===== src/rtl/rv_seq_ctrl.sv =====
// Multi-cycle RV32 instruction sequencer: fetches over req/ack, decodes the opcode,
// strobes execute/write-back, computes next-PC and parks in HALT or a sticky FAULT.
//
// state    | meaning
// ---------+---------------------------------------------------------
// S_IDLE   | out of reset, fetch begins on the next clock
// S_FETCH  | imem_req high at pc, waiting for ack (bounded by timeout)
// S_DECODE | IR latched, opcode legality check
// S_EXEC   | ir_valid strobe, next_pc computed and registered
// S_WB     | rf_we strobe, pc/retired_cnt updated, halt sampled
// S_HALT   | parked at an instruction boundary until halt drops
// S_FAULT  | sticky fault, left only by reset
module rv_seq_ctrl #(
    parameter int              XLEN         = 32,
    parameter logic [XLEN-1:0] PC_RESET     = '0,
    parameter int              IMEM_TIMEOUT = 16
) (
    input  logic            i_clk,
    input  logic            i_rst_n,
    output logic            o_imem_req,
    output logic [XLEN-1:0] o_imem_addr,
    input  logic            i_imem_ack,
    input  logic [31:0]     i_imem_rdata,
    output logic [31:0]     o_ir,
    output logic            o_ir_valid,
    output logic            o_alu_src_imm,
    output logic            o_rf_we,
    output logic [4:0]      o_rd_addr,
    input  logic            i_br_taken,
    input  logic            i_halt,
    output logic            o_halted,
    output logic            o_fault,
    output logic [XLEN-1:0] o_pc,
    output logic [31:0]     o_retired_cnt
);

    localparam int TW = $clog2(IMEM_TIMEOUT + 1);
    localparam logic [TW-1:0] TMO_LAST = TW'(IMEM_TIMEOUT - 1);

    localparam logic [6:0] OPC_OP     = 7'b0110011;
    localparam logic [6:0] OPC_OP_IMM = 7'b0010011;
    localparam logic [6:0] OPC_STORE  = 7'b0100011;
    localparam logic [6:0] OPC_BRANCH = 7'b1100011;
    localparam logic [6:0] OPC_LUI    = 7'b0110111;
    localparam logic [6:0] OPC_JAL    = 7'b1101111;
    localparam logic [6:0] OPC_LOAD   = 7'b0000011;

    typedef enum logic [2:0] {
        S_IDLE,
        S_FETCH,
        S_DECODE,
        S_EXEC,
        S_WB,
        S_HALT,
        S_FAULT
    } state_t;

    state_t          r_state;
    state_t          w_state_nxt;
    logic [31:0]     r_ir;
    logic [XLEN-1:0] r_pc;
    logic [XLEN-1:0] r_next_pc;
    logic [31:0]     r_retired;
    logic [TW-1:0]   r_tmo;

    logic [6:0]      w_opc;
    logic            w_legal;
    logic [XLEN-1:0] w_imm_b;
    logic [XLEN-1:0] w_imm_j;
    logic [XLEN-1:0] w_pc_plus4;
    logic [XLEN-1:0] w_next_pc;

    assign w_opc      = r_ir[6:0];
    assign w_imm_b    = {{(XLEN-13){r_ir[31]}}, r_ir[31], r_ir[7], r_ir[30:25], r_ir[11:8], 1'b0};
    assign w_imm_j    = {{(XLEN-21){r_ir[31]}}, r_ir[31], r_ir[19:12], r_ir[20], r_ir[30:21], 1'b0};
    assign w_pc_plus4 = r_pc + XLEN'(4);

    always_comb begin
        w_legal = 1'b0;
        case (w_opc)
            OPC_OP, OPC_OP_IMM, OPC_STORE, OPC_BRANCH,
            OPC_LUI, OPC_JAL, OPC_LOAD: w_legal = 1'b1;
            default:                    w_legal = 1'b0;
        endcase
    end

    always_comb begin
        w_next_pc = w_pc_plus4;
        if (w_opc == OPC_BRANCH && i_br_taken) begin
            w_next_pc = r_pc + w_imm_b;
        end else if (w_opc == OPC_JAL) begin
            w_next_pc = r_pc + w_imm_j;
        end
    end

    always_ff @(posedge i_clk or negedge i_rst_n) begin
        if (!i_rst_n) begin
            r_state <= S_IDLE;
        end else begin
            r_state <= w_state_nxt;
        end
    end

    always_comb begin
        w_state_nxt   = r_state;
        o_imem_req    = 1'b0;
        o_ir_valid    = 1'b0;
        o_alu_src_imm = 1'b0;
        o_rf_we       = 1'b0;
        o_halted      = 1'b0;
        o_fault       = 1'b0;
        case (r_state)
            S_IDLE: begin
                w_state_nxt = S_FETCH;
            end
            S_FETCH: begin
                o_imem_req = 1'b1;
                // ack takes priority over an expiring timeout
                if (i_imem_ack) begin
                    w_state_nxt = S_DECODE;
                end else if (r_tmo == TMO_LAST) begin
                    w_state_nxt = S_FAULT;
                end
            end
            S_DECODE: begin
                w_state_nxt = w_legal ? S_EXEC : S_FAULT;
            end
            S_EXEC: begin
                o_ir_valid    = 1'b1;
                o_alu_src_imm = (w_opc != OPC_OP);
                w_state_nxt   = (w_next_pc[1:0] != 2'b00) ? S_FAULT : S_WB;
            end
            S_WB: begin
                o_alu_src_imm = (w_opc != OPC_OP);
                o_rf_we       = (w_opc != OPC_STORE) && (w_opc != OPC_BRANCH) &&
                                (r_ir[11:7] != 5'd0);
                w_state_nxt   = i_halt ? S_HALT : S_FETCH;
            end
            S_HALT: begin
                o_halted = 1'b1;
                if (!i_halt) begin
                    w_state_nxt = S_FETCH;
                end
            end
            S_FAULT: begin
                o_fault = 1'b1;
            end
            default: begin
                w_state_nxt = S_FAULT;
            end
        endcase
    end

    always_ff @(posedge i_clk or negedge i_rst_n) begin
        if (!i_rst_n) begin
            r_ir      <= '0;
            r_pc      <= PC_RESET;
            r_next_pc <= PC_RESET;
            r_retired <= '0;
            r_tmo     <= '0;
        end else begin
            if (r_state == S_FETCH) begin
                if (i_imem_ack) begin
                    r_ir <= i_imem_rdata;
                end else begin
                    r_tmo <= r_tmo + TW'(1);
                end
            end else begin
                r_tmo <= '0;
            end
            if (r_state == S_EXEC) begin
                r_next_pc <= w_next_pc;
            end
            if (r_state == S_WB) begin
                r_pc      <= r_next_pc;
                r_retired <= r_retired + 32'd1;
            end
        end
    end

    assign o_imem_addr   = r_pc;
    assign o_pc          = r_pc;
    assign o_ir          = r_ir;
    assign o_rd_addr     = r_ir[11:7];
    assign o_retired_cnt = r_retired;

endmodule

===== config.mk =====
export PLATFORM = sky130hd
export DESIGN_NAME = rv_seq_ctrl
export DESIGN_NICKNAME = d
export VERILOG_FILES = /design/src/rtl/rv_seq_ctrl.sv
export SDC_FILE = /design/constraint.sdc
export NUM_CORES = 1
export LEC_CHECK = 0
export BUFFER_PORTS_ARGS = -buffer_cell sky130_fd_sc_hd__buf_2
export CAP_MARGIN = 25
export CORE_MARGIN = 1
export CORE_UTILIZATION = 30
export CTS_CLUSTER_DIAMETER = 80
export CTS_CLUSTER_SIZE = 28
export DETAILED_ROUTE_END_ITERATION = 16
export GPL_TIMING_DRIVEN = 0
export PLACE_DENSITY = 0.48
export RECOVER_POWER = 25
export SLEW_MARGIN = 20
export SYNTH_ARGS = -nofsm -noshare
export SYNTH_HDL_FRONTEND = slang
export SYNTH_SLANG_ARGS = --single-unit

===== constraint.sdc =====
create_clock -name i_clk -period 4.2 [get_ports i_clk]
set_input_delay 0.21 -clock i_clk [delete_from_list [all_inputs] [get_ports i_clk]]
set_output_delay 0.21 -clock i_clk [all_outputs]
set_load 0.02 [all_outputs]

==> results.yml <==
yosys:
  yosysUniqueCellTypes: 84
  syn_inst: 1029
  synth_edf_count: 0
  synth.avg_cell_area_um2: 9.248
  synthFlopType: "dfrtp_1"
  synthArstFlopShare: 1.000
  syn_area_mm2: 0.009517
  yosysSeqAreaShare: 0.3576
  ys_warn_count: 0
  synth-seq-cells: 136
  synth_nets: 1115
global_routing:
  grt.overflow.total: 0
  grt_max_degree: 82
  grt.total_usage: 0.1948
  grt_antenna_before_repair: 1
  grt_pass1_vias: 8367
  grt_pass1_wl_um: 48860
final_layout:
  drive_gt1_frac: 0.2768
  diodes: 0
  area_growth_pct: 24.66
  stdcell_count: 1664
  nFillCells: 3128
  final_cell_mix: "buf_2 (175), dfrtp_1 (136), nand2_1 (105), nor2_1 (84), mux2_2 (61)"
  num-nets-final: 1341
  layout_commonest_cell: "buf_2"
detailed_routing:
  dr.pass1.iters: 5
  drt_iter0_drc: 609
  drc: 0
  wirelength_um: 30960
  postRouteAntennaNets: 0
  vias_per_cell: 5.149
  wire_per_inst_um: 18.61
  num_vias: 8568
sta:
  relSlewSlack: -1.167
  setup_viol: 0
  clock-skew-final_ns: 0.01422
  drv_slew: 56
  min_period_ns: 3.729
  fin_setup_tns_ns: 0
  rsz0062_at_grt: "no"
  tightestPinTransition_ns: 3.251
  finalCritPeriodShare: 0.8880
  final_hold_viol_count: 0
  max_freq_ghz: 0.2681
flow_run:
  maxCapViolations: 1
power_and_ir_drop:
  power_w: 0.007110
  p_leak_nw: 5.646
  vdd.ir_drop.worst_mv: 0.2931
  p_per_area_mw_per_mm2: 599.3
die:
  fp.dieH_um: 180.1
  die_w_um: 180.1
  start_util: 0.3079
  dieArea_mm2: 0.03244
  io_pins: 176
  placementRows: 64
  core_mm2: 0.03091
clock_network:
  clockBufferDepth: 2
  post_cts_buffers: 0
  clock_latency_ns: 0.44
  cts.sinks: 136
  ctsRootBufferMaster: "clkbuf_16"
  cts_tree: "built"
  cts_max_level: 4
  cts.clk_slew.worst_paths_ns: 0.06
  cts-buffers-inserted: 17
critical_path:
  r2r_slack_ns: 0.47
  path_max_fanout: 6
  worstPathArrival_ns: 4.01
  reg2reg_depth: 12
  crit_type: "flop to flop"
  crit_required_ns: 4.48
  critPathLaunchType: "flop"
  timing.rr.end: "r_next_pc[17]"
  crit_path_end_kind: "flop"
  reg2reg_from: "o_imem_addr[1]"
status:
  violations: "max-capacitance violations, max-slew violations"
  status: "complete, but fails checks"
placement:
  gp_congestion: 0.9133
  portBuffers: 174
  dp_hpwl_um: 22690
  dpl.cell_count: 1600
worst_hold_path:
  min_to: "o_ir[3]"
  whs_path_depth: 2
  min-delay-start: "i_imem_rdata[3]"
  min_path_type: "input port to flop"
state kept, by name (all words and copies together) (netlist names):
| name | cells |
|---|---|
| o_imem_addr | 32 |
| o_ir | 32 |
| o_retired_cnt | 32 |
| r_next_pc | 32 |
| r_state | 3 |
| r_tmo | 5 |
power breakdown:
group	switching, W	total, W	internal, W	leakage [nW]
Sequential	0.000394	0.00200	0.00160	1.80
Combinational	0.00211	0.00349	0.00138	3.54
Clock	0.000664	0.00163	0.000962	0.312
Total	0.00316	0.00711	0.00395	5.65
final cells by class:
type / count / area [µm²] / share of cell area
flip-flops and latches: 136 / 3403 / 0.2869
clock buffers: 17 / 425.4 / 0.03586
plain buffers: 87 / 528.0 / 0.04451
well taps: 396 / 495.5 / 0.04176
multi-input cells: 789 / 5522 / 0.4654
repair buffers: 207 / 1222 / 0.1030
inverters: 17 / 63.81 / 0.005379
clock inverters: 15 / 203.9 / 0.01719
worst max-delay path by stage:
stage | startpoint | end | cells past startpoint
after global placement | o_ir[31] | r_next_pc[25] | 11
after floorplan | o_ir[31] | r_next_pc[30] | 10
after detailed placement | o_ir[31] | r_next_pc[25] | 11
after global routing | i_rst_n | o_ir[19] | 2
final | o_imem_addr[1] | r_next_pc[17] | 12
after CTS | o_ir[31] | r_next_pc[25] | 11
Yosys cell counts, drive strengths merged, types with 10 or more instances:
master / instances / share of area
dfrtp: 136 / 0.36
nand3: 37 / 0.020
a21oi: 60 / 0.033
and3: 20 / 0.013
buf: 50 / 0.038
ha: 47 / 0.062
nor2: 85 / 0.034
nand4: 21 / 0.014
o21bai: 13 / 0.010
o21ai: 55 / 0.029
a31oi: 11 / 0.0072
a21o: 19 / 0.015
nand2b: 10 / 0.0066
clkbuf: 36 / 0.016
mux2: 61 / 0.072
o31ai: 11 / 0.0087
nand2: 106 / 0.042
inv: 17 / 0.0067
xor2: 38 / 0.035
a211oi: 19 / 0.016
nor3: 10 / 0.0053
xnor2: 56 / 0.052
critical path, stage by stage (launching register included):
cell,delay [ns]
dfrtp_1,0.48
ha_1,0.27
inv_1,0.07
fa_1,0.19
nand2b_1,0.16
a21oi_1,0.11
o21ba_2,0.24
o41ai_2,0.75
o31ai_1,0.19
xnor2_1,0.25
a211oi_1,0.11
nor4_1,0.57
o21ai_0,0.17
per-layer routing:
layer / wire, µm / GRT usage / part of all wire
met5: 13 / 0 / 0.00042
met4: 603 / 0.06735 / 0.019
met3: 1464 / 0.03395 / 0.047
met2: 14350 / 0.3138 / 0.46
met1: 14530 / 0.2628 / 0.47
stage by stage:
| step | util | worst slack, ns | area, µm² | hold slack [ns] |
|---|---|---|---|---|
| 3_5_place_dp | 0.3533 | 0.4576 | 10920 | 0.1729 |
| 5_1_grt | 0.3838 | 0.2133 | 11860 | 0.006107 |
| 4_1_cts | 0.3837 | 0.4273 | 11860 | 0.004533 |
| 6_report | 0.3838 | 0.4706 | 11860 | 0.02619 |
| 3_3_place_gp | 0.3521 | 0.3967 | 10880 | 0.4155 |
| 2_1_floorplan | - | 0.9721 | 9517 | -0.08559 |
what timing repair did:
item / CTS / global route
hold buffers: 31 / 0
resized for setup: 0 / 0
hold endpoints to repair: 85 / 0
cell families (layout without fill, tap and decap cells):
kind of cell    Yosys count  in the layout  share of synthesized area
buf+inv                 104            343                    0.06219
xor+xnor                 94             94                    0.08651
compound gates          254            254                     0.1856
fa+ha+maj                49             49                    0.06600
flops                   136            136                     0.3576
mux                      66             66                    0.07744
simple gates            326            326                     0.1646
Power figures use the tool's default switching activity.
